<file path="src/rtl/helios_host_pkg.sv">
// Shared message codes, controller state encoding and frame geometry helper
// for the Helios host-side framing logic.
`timescale 1ns/1ps
package helios_host_pkg;

    localparam logic [7:0] START_DECODING_MSG      = 8'h01;
    localparam logic [7:0] MEASUREMENT_DATA_HEADER = 8'h02;
    localparam logic [7:0] PROTOCOL_ERROR_MSG      = 8'hEE;

    typedef enum logic [2:0] {
        IDLE,
        WAIT_HDR,
        LOAD,
        HANDOFF,
        DECODE,
        REPORT,
        ERROR
    } state_t;

    function automatic int bytes_per_round(input int pu_per_round);
        return (pu_per_round + 7) >>> 3;
    endfunction

endpackage

</file>
<file path="src/rtl/frame_report_serializer.sv">
// Holds up to five message bytes (byte 0 in load_bytes[7:0]) and shifts them
// out one per out_valid/out_ready handshake; out_data is stable while stalled.
`timescale 1ns/1ps
module frame_report_serializer (
    input  logic        clk,
    input  logic        reset,
    input  logic        load,
    input  logic [39:0] load_bytes,
    input  logic [2:0]  load_len,
    output logic [7:0]  out_data,
    output logic        out_valid,
    input  logic        out_ready,
    output logic        last_byte
);

    logic [31:0] pending;
    logic [2:0]  remaining;

    // High while the byte on out_data is the final one of the message.
    assign last_byte = (remaining == 3'd1);

    always_ff @(posedge clk) begin
        if (!reset) begin
            out_data  <= 8'h00;
            out_valid <= 1'b0;
            pending   <= 32'h0;
            remaining <= 3'd0;
        end else if (load) begin
            out_data  <= load_bytes[7:0];
            pending   <= load_bytes[39:8];
            remaining <= load_len;
            out_valid <= (load_len != 3'd0);
        end else if (out_valid && out_ready) begin
            if (remaining == 3'd1) begin
                out_valid <= 1'b0;
                remaining <= 3'd0;
            end else begin
                out_data  <= pending[7:0];
                pending   <= {8'h00, pending[31:8]};
                remaining <= remaining - 3'd1;
            end
        end
    end

endmodule

</file>
<file path="src/rtl/syndrome_frame_controller.sv">
// Host framing controller: parses START/header/payload beats into a measurement
// frame, times the decode and reports iter/cycles (plus popcount with SYNDROME_COUNT_EN).
`timescale 1ns/1ps
module syndrome_frame_controller
    import helios_host_pkg::*;
#(
    parameter int BEAT_BYTES   = 1,
    parameter int PU_PER_ROUND = 32,
    parameter int ROUNDS       = 7,
    parameter int ITER_WIDTH   = 8
) (
    input  logic                                          clk,
    input  logic                                          reset,
    input  logic [8*BEAT_BYTES-1:0]                       in_data,
    input  logic                                          in_valid,
    output logic                                          in_ready,
    output logic [7:0]                                    out_data,
    output logic                                          out_valid,
    input  logic                                          out_ready,
    output logic [8*bytes_per_round(PU_PER_ROUND)*ROUNDS-1:0] measurements,
    output logic                                          meas_valid,
    input  logic                                          meas_ready,
    input  logic                                          result_valid,
    input  logic [ITER_WIDTH-1:0]                         result_iter,
    output logic                                          result_ready
);

    localparam int BPR         = bytes_per_round(PU_PER_ROUND);
    localparam int TOTAL_BYTES = BPR * ROUNDS;
    localparam int MASK_W      = 8 * (TOTAL_BYTES + 2 * BEAT_BYTES);
    localparam int PTR_W       = $clog2(TOTAL_BYTES + 2 * BEAT_BYTES + 1);
`ifdef SYNDROME_COUNT_EN
    localparam logic [2:0] REPORT_LEN = 3'd5;
`else
    localparam logic [2:0] REPORT_LEN = 3'd3;
`endif

    // Valid-bit mask per frame byte; padded with zero bytes so lanes that run
    // past the end of the frame read a zero mask.
    function automatic logic [MASK_W-1:0] build_mask();
        logic [MASK_W-1:0] m;
        m = '0;
        for (int k = 0; k < ROUNDS; k++)
            for (int i = 0; i < PU_PER_ROUND; i++)
                m[k*8*BPR + i] = 1'b1;
        return m;
    endfunction

    localparam logic [MASK_W-1:0] MEAS_MASK = build_mask();

    state_t                  state;
    logic [PTR_W-1:0]        byte_ptr;
    logic [15:0]             cyc_cnt;
    logic [8*BEAT_BYTES-1:0] lane_data;
    logic [7:0]              lane0;
    logic [7:0]              iter_lo;
    logic [15:0]             syn_count;
    logic                    accept;
    logic                    ser_load;
    logic [39:0]             ser_bytes;
    logic [2:0]              ser_len;
    logic                    ser_last;
    logic                    ser_done;

    assign lane0    = in_data[7:0];
    assign accept   = in_valid && in_ready;
    assign ser_done = out_valid && out_ready && ser_last;

    for (genvar g = 0; g < BEAT_BYTES; g++) begin : g_lane
        assign lane_data[g*8 +: 8] = in_data[g*8 +: 8] & MEAS_MASK[(32'(byte_ptr) + g)*8 +: 8];
    end

    if (ITER_WIDTH >= 8) begin : g_iter_wide
        assign iter_lo = result_iter[7:0];
    end else begin : g_iter_narrow
        assign iter_lo = 8'(result_iter);
    end

`ifdef SYNDROME_COUNT_EN
    always_ff @(posedge clk) begin
        if (!reset)
            syn_count <= 16'h0;
        else if (state == WAIT_HDR && accept && lane0 == MEASUREMENT_DATA_HEADER)
            syn_count <= 16'h0;
        else if (state == LOAD && accept)
            syn_count <= syn_count + 16'($countones(lane_data));
    end
`else
    assign syn_count = 16'h0;
`endif

    // The serializer captures the report bytes, so iter and cyc need no
    // separate holding registers.
    always_comb begin
        ser_load  = 1'b0;
        ser_bytes = 40'h0;
        ser_len   = 3'd0;
        if (state == WAIT_HDR && accept && lane0 != MEASUREMENT_DATA_HEADER &&
            lane0 != START_DECODING_MSG) begin
            ser_load  = 1'b1;
            ser_bytes = {32'h0, PROTOCOL_ERROR_MSG};
            ser_len   = 3'd1;
        end else if (state == DECODE && result_valid && result_ready) begin
            ser_load  = 1'b1;
            ser_bytes = {syn_count[7:0], syn_count[15:8], cyc_cnt[7:0], cyc_cnt[15:8], iter_lo};
            ser_len   = REPORT_LEN;
        end
    end

    always_ff @(posedge clk) begin
        if (!reset) begin
            state        <= IDLE;
            in_ready     <= 1'b0;
            meas_valid   <= 1'b0;
            result_ready <= 1'b0;
            measurements <= '0;
            byte_ptr     <= '0;
            cyc_cnt      <= 16'h0;
        end else begin
            case (state)
                IDLE: begin
                    in_ready <= 1'b1;
                    if (accept && lane0 == START_DECODING_MSG)
                        state <= WAIT_HDR;
                end
                WAIT_HDR: begin
                    in_ready <= 1'b1;
                    if (accept) begin
                        if (lane0 == MEASUREMENT_DATA_HEADER) begin
                            state        <= LOAD;
                            byte_ptr     <= '0;
                            measurements <= '0;
                        end else if (lane0 != START_DECODING_MSG) begin
                            state    <= ERROR;
                            in_ready <= 1'b0;
                        end
                    end
                end
                LOAD: begin
                    if (accept) begin
                        for (int l = 0; l < BEAT_BYTES; l++)
                            if (32'(byte_ptr) + l < TOTAL_BYTES)
                                measurements[(32'(byte_ptr) + l)*8 +: 8] <= lane_data[l*8 +: 8];
                        byte_ptr <= byte_ptr + PTR_W'(BEAT_BYTES);
                        if (32'(byte_ptr) + BEAT_BYTES >= TOTAL_BYTES) begin
                            state      <= HANDOFF;
                            in_ready   <= 1'b0;
                            meas_valid <= 1'b1;
                        end
                    end
                end
                HANDOFF: begin
                    if (meas_valid && meas_ready) begin
                        meas_valid   <= 1'b0;
                        cyc_cnt      <= 16'h0;
                        result_ready <= 1'b1;
                        state        <= DECODE;
                    end
                end
                DECODE: begin
                    if (result_valid) begin
                        result_ready <= 1'b0;
                        state        <= REPORT;
                    end else if (cyc_cnt != 16'hFFFF) begin
                        cyc_cnt <= cyc_cnt + 16'h1;
                    end
                end
                REPORT, ERROR: begin
                    if (ser_done) begin
                        state    <= WAIT_HDR;
                        in_ready <= 1'b1;
                    end
                end
                default: state <= IDLE;
            endcase
        end
    end

    frame_report_serializer u_serializer (
        .clk        (clk),
        .reset      (reset),
        .load       (ser_load),
        .load_bytes (ser_bytes),
        .load_len   (ser_len),
        .out_data   (out_data),
        .out_valid  (out_valid),
        .out_ready  (out_ready),
        .last_byte  (ser_last)
    );

endmodule

</file>
<file path="config.mk">
export PLATFORM = sky130hd
export DESIGN_NAME = syndrome_frame_controller
export DESIGN_NICKNAME = d
export VERILOG_FILES = /design/src/rtl/helios_host_pkg.sv /design/src/rtl/frame_report_serializer.sv /design/src/rtl/syndrome_frame_controller.sv
export SDC_FILE = /design/constraint.sdc
export NUM_CORES = 1
export LEC_CHECK = 0
export ABC_AREA = 1
export ABC_CLOCK_PERIOD_IN_PS = 4730
export CAP_MARGIN = 25
export CORE_UTILIZATION = 40
export CTS_CLUSTER_DIAMETER = 80
export DETAILED_ROUTE_END_ITERATION = 12
export SYNTH_ARGS = -nofsm -noshare
export SYNTH_HDL_FRONTEND = slang
export SYNTH_SLANG_ARGS = --single-unit
export TNS_END_PERCENT = 1
</file>
<file path="constraint.sdc">
create_clock -name clk -period 4.73 [get_ports clk]
set_input_delay 0.946 -clock clk [delete_from_list [all_inputs] [get_ports clk]]
set_output_delay 0.946 -clock clk [all_outputs]
set_load 0.01 [all_outputs]
</file>
* Word-level counts from Yosys, hierarchy flattened
Cells that the tools add are included.
W data, S select, Z words.
** Storage, ports and cells
- Input bits :: 22
- Bits in registers :: 295
- Output and inout bits :: 236
- Logic and storage cells :: 131
** Operators by class
- Reductions and logical operators :: 28
- $lt $le $gt $ge :: 2
- Shifts and indexed selects :: 3
- Multiplexer cells :: 56
- Add/subtract/negate cells :: 5
- Equality and inequality tests :: 25
- Bitwise logic cells :: 1
** Operator list (count)
- $mux W224 :: 4
- $pmux W224 S2 :: 1
- $shiftx A240 B9 Y8 const A :: 1
- $bwmux W224 :: 1
- $shift A8 B34 Y224 const A :: 1
- $shiftx A8 B34 Y224 :: 1
- $mux W32 :: 3
- $mux W16 :: 3
- $mux W24 :: 2
- $mux W3 :: 12
- $neg A8 Y34 :: 1
- $pmux W16 S2 :: 1
- $mux W8 :: 3
- $ne A2 B2 Y1 const B :: 10
- $pmux W3 S6 :: 1
- $add A16 B1 Y16 const B :: 1
- $mux W1 :: 16
- $ne A16 B16 Y1 const B :: 1
- $reduce_and A4 Y1 :: 4
- $mux W5 :: 3
- $logic_and A1 B1 Y1 :: 10
- $pmux W5 S2 :: 1
- $reduce_bool A2 Y1 :: 5
- $eq A3 B3 Y1 const B :: 3
- 25 further kinds :: 31

* Depth between registers and ports, before layout
- Depth in word-level cells :: 7
- Gate-level depth with buffers :: 14
- Depth with buffers taken out :: 14

* Cells and area by module
From an unflattened synthesis, not the netlist that was laid out.
** Unflattened totals
- Cell total of the unflattened synthesis :: 1908
- Area, all modules :: 13311.5 um^2
** By module, submodules not included
- syndrome_frame_controller :: instances 1, cells an instance 1580, area an instance 11128.2 um^2
- frame_report_serializer :: instances 1, cells an instance 328, area an instance 2183.3 um^2

* Worst setup path after synthesis
Ideal clock, no wire load.
- Path type :: register to register
- Start point :: register byte_ptr[0]
- End point :: register measurements[192]
- Cell stages (with the launch flop) :: 14
- Slack :: 2392 ps
- Setup time :: 138 ps
- Path buffers :: 2
- Arrival time :: 2200 ps
- Period minus slack after synthesis :: 2338 ps
- Cells stage by stage :: dfxtp_1 > inv_2 > ha_1 > nand2_1 > nor2_1 > ha_1 > clkbuf_1 > inv_1 > buf_1 > nand3_1 > nand2_1 > nand2_1 > nand2_1 > a21oi_2
** Between the ends
- Cells in the longest elaborated chain, start to end :: 7
- Elaborated cells on any way between the ends :: 12
** RTL lines
- from (decl) :: RTL line syndrome_frame_controller.sv:52 : logic [PTR_W-1:0] byte_ptr;
- from (signal assigned) :: RTL line syndrome_frame_controller.sv:144 : byte_ptr <= byte_ptr + PTR_W'(BEAT_BYTES);
- $shiftx A240 B9 Y8 :: RTL line syndrome_frame_controller.sv:70 : assign lane_data[g*8 +: 8] = in_data[g*8 +: 8] & MEAS_MASK[(32'(byte_ptr) + g)*8 +: 8];
- $and A8 B8 Y8 :: RTL line syndrome_frame_controller.sv:70
- $shiftx A8 B34 Y224 :: RTL line syndrome_frame_controller.sv:143 : measurements[(32'(byte_ptr) + l)*8 +: 8] <= lane_data[l*8 +: 8];
- $bwmux W224 :: RTL line syndrome_frame_controller.sv:143
- $mux W224 :: RTL line syndrome_frame_controller.sv:142 : if (32'(byte_ptr) + l < TOTAL_BYTES)
- $mux W224 :: RTL line syndrome_frame_controller.sv:140 : if (accept) begin
- $pmux W224 S2 :: RTL line syndrome_frame_controller.sv:120 : case (state)
- to (signal, indexed assignment) :: RTL line syndrome_frame_controller.sv:143
- to (decl) :: RTL line syndrome_frame_controller.sv:20 : output logic [8*bytes_per_round(PU_PER_ROUND)*ROUNDS-1:0] measurements,
Parallel ways exist; a longest one is shown, timed or not. The select of a mux whose other input is x is not followed.
A chain may end at the register's enable or synchronous reset.

* Final worst setup path
- Start point :: register byte_ptr[1]
- End point :: register measurements[49]
The elaborated chain is that of the path after synthesis.

==> metrics <==
status completed; RSZ-0062 raised after global routing false; Critical Path Most Common Cell nand2_1; leading cell types in the layout, fill and taps excluded nand2_1 (577), dfxtp_1 (279), clkdlybuf4s50_1 (257); Vias 12,500; total power per unit cell area between 300 and 400 mW/mm²; IO Pins 258; Yosys top cell by area dfxtp_1; maximum clock path buffer count 3; RR Startpoint byte_ptr[1]$_SDFFE_PN0P_; clock power share 43.6%; required time worst endpoint 5.16 ns; DIE HEIGHT 186 µm; P_leak 0.00612 µW; final instance area between 0.015 and 0.02 mm²; Post-synth ARST share 0%; Fin Hold WS roughly 0.46 ns; width of the chip 186 µm; Synth Flop Type dfxtp_1; complex-gate fraction of the synthesized area 14.7%; Setup CP Type reg -> reg; DRC 0; Slew HR 41.0%; area of the multi-input gates 0.00686 mm²; Initial Util 41.0%; total CTS buffers 31; Post-DRT Antenna Nets 0; post-DP HPWL just under 30,000 µm; CTS HTree Levels 1; CTS tree yes; commonest non-fill, non-tap cell in the layout nand2_1; total global-route track usage roughly a quarter; Setup TNS Final 0 ns; GRT overflow 0; post-synth cell types between 40 and 50; CP endpoint kind flip-flop; antenna violations before repair 0; Hold Path Class reg -> reg; clock skew 0.0199 ns; Nets 2,056; share of cells above drive strength 1 14.8%; via/cell ratio between 5 and 6; post-synthesis adder-cell area fraction 0.557%; maximum fanout along the worst path 21; clock sink count 279; register area share after synthesis 41.4%; total power 5690 µW; sequential share of power 42.7%; syn_area_per_cell 7.49 µm²; Net Switching 1590 µW; vias in the first global route 12,000; number of flops mapped to enable cells by yosys 0; max-capacitance violation count 0; peak supply drop 261 µV; Hold-fix buffers, CTS 0; Netlist Area Pre-Place 0.0135 mm²; drt pass-1 iters 5; Register Area 0.00559 mm²; placed inst area 0.0163 mm²; Rows between 60 and 70; worst skew pair latency approximately 0.56 ns; Max Freq 280 MHz; mux contribution to synthesized area 0%; crit path cell chain inv_1, ha_1, inv_2, nor2_2, nand4_1, nor2_1, nand3_1, nand2_1, nand2_1, nand2_1, a21oi_2; Min-Delay Startpoint u_serializer.pending[15]$_SDFFE_PN0P_; Final Hold Fails 0; Die ar. 0.0345 mm²; Worst Setup SP byte_ptr[1]$_SDFFE_PN0P_; period utilization 75.4%; antenna cell count 0; minimum clock period around 3.6 ns; largest family of logic cells by synthesized area simple AND/OR/NAND/NOR gates; Layout fillers 3,248; Core Footprint 0.0329 mm²; Synth warnings 0; clock-pin slew on the worst setup and hold paths 0.06 ns; first-pass GRT wire length 65,300 µm; Seq cells post-synth ~280; final setup violation count 0; slew of the pin with the lowest slew margin 0.884 ns; CTS resizes 0; CP max stage cell ha_1; Logic pwr share 13.7%; top cells by area, synth dfxtp_1 (41%), nand2_1 (16%), a21oi_2 (7.8%); root buffer cell clkbuf_16; critical path launch point type flip-flop; Syn Nets 1,829; DRT Wirelength 41,800 µm; CP arrival 4.00 ns; Post-Synth Simple-Gate Area 35.0%; routability cong. 0.858; PortBufs 257; synthesis-to-layout area growth 29.0%; Setup Fix Bufs, Post-CTS 0; Starting DRT DRC Count 823; Synth top area share between 40% and 50%; post-route setup slack 1.16 ns; DP Worst Slack 1.17 ns; Slowest Stage Delay on Critical Path 0.75 ns; cell count after synthesis 1,801; XOR/XNOR Fraction of Synth Area less than 1%; cell-internal power between 4000 and 5000 µW; drt wl/cell 16.8 µm; largest net degree at the start of global routing 80; switch share between 20% and 30%; fin. max-slew vios 0
[Yosys cell counts (5+ instances only)]
library cell	instances
o22ai_1	5
o21bai_1	9
nand4_1	51
buf_12	6
o21ai_0	13
nand2_4	10
nand2_1	577
nand3_1	127
nand2_2	6
buf_2	17
a21oi_1	144
inv_2	10
nor3_1	19
inv_1	140
xor2_1	7
nor2_2	14
nand3b_1	7
a21oi_2	120
nor2_4	67
nor2_1	92
clkbuf_1	42
ha_1	6
dfxtp_1	279
buf_4	5
[routing by layer]
metal	global-route usage, %	vias to the layer above	wire, µm
met5	0	-	0
met4	5.34	0	812
met2	40.5	346	19400
met1	31.3	5833	18900
met3	4.97	58	2680
li1	-	6286	-
[kinds of logic (layout without fill, tap and decap cells)]
logic type / Yosys count / in the layout
adder cells (fa/ha/maj): 6 / 6
AO/OA/AOI/OAI: 298 / 298
AND/OR/NAND/NOR: 979 / 979
flip-flops: 279 / 279
buffers and inverters: 230 / 481
XOR/XNOR: 9 / 9
[worst paths after layout]
check	endpoint	slack, ns	depth (start not counted)
max	measurements[49]$_SDFFE_PN0P_	1.16	11
min	u_serializer.pending[15]$_SDFFE_PN0P_	0.46	2
max reg2reg	measurements[49]$_SDFFE_PN0P_	1.16	11
min reg2reg	u_serializer.pending[15]$_SDFFE_PN0P_	0.46	2
[power by group through the flow]
stage	clock network (µW)	registers, µW	logic [µW]
detailed placement	0	2480	778
global route	2630	2430	870
CTS	2530	2430	780
floorplan	0	2480	553
finish	2480	2430	781
global placement	0	2480	772
[critical path, delay by kind of cell, from the launching register on]
family / cells / cell delay, ns
AO/OA/AOI/OAI: 1 / 0.06
adder cells (fa/ha/maj): 1 / 0.75
buffers and inverters: 2 / 0.40
AND/OR/NAND/NOR: 7 / 1.79
flip-flops: 1 / 0.44
[cell type report]
type,instances,share of cell area (%)
multi-input cells,1292,39.4
flip-flops and latches,279,32.1
repair buffers,269,15.7
clock buffers,48,5.51
inverters,155,3.51
well taps,442,3.18
clock inverters,9,0.582
[registers in the layout, indices dropped and copies added (netlist names)]
signal                  cells
measurements              224
cyc_cnt                    16
u_serializer.pending       16
u_serializer.out_data       8
byte_ptr                    5
state                       3
u_serializer.remaining      3
in_ready                    1
meas_valid                  1
result_ready                1
u_serializer.out_valid      1
[per-stage QoR]
stage,cells,utilization [%]
after floorplan,1801,-
after global placement,2436,49.7
after detailed placement,2436,49.7
after CTS,2493,52.9
after global routing,2494,53.0
final,2494,53.0
(Power assumes the default switching activity.)
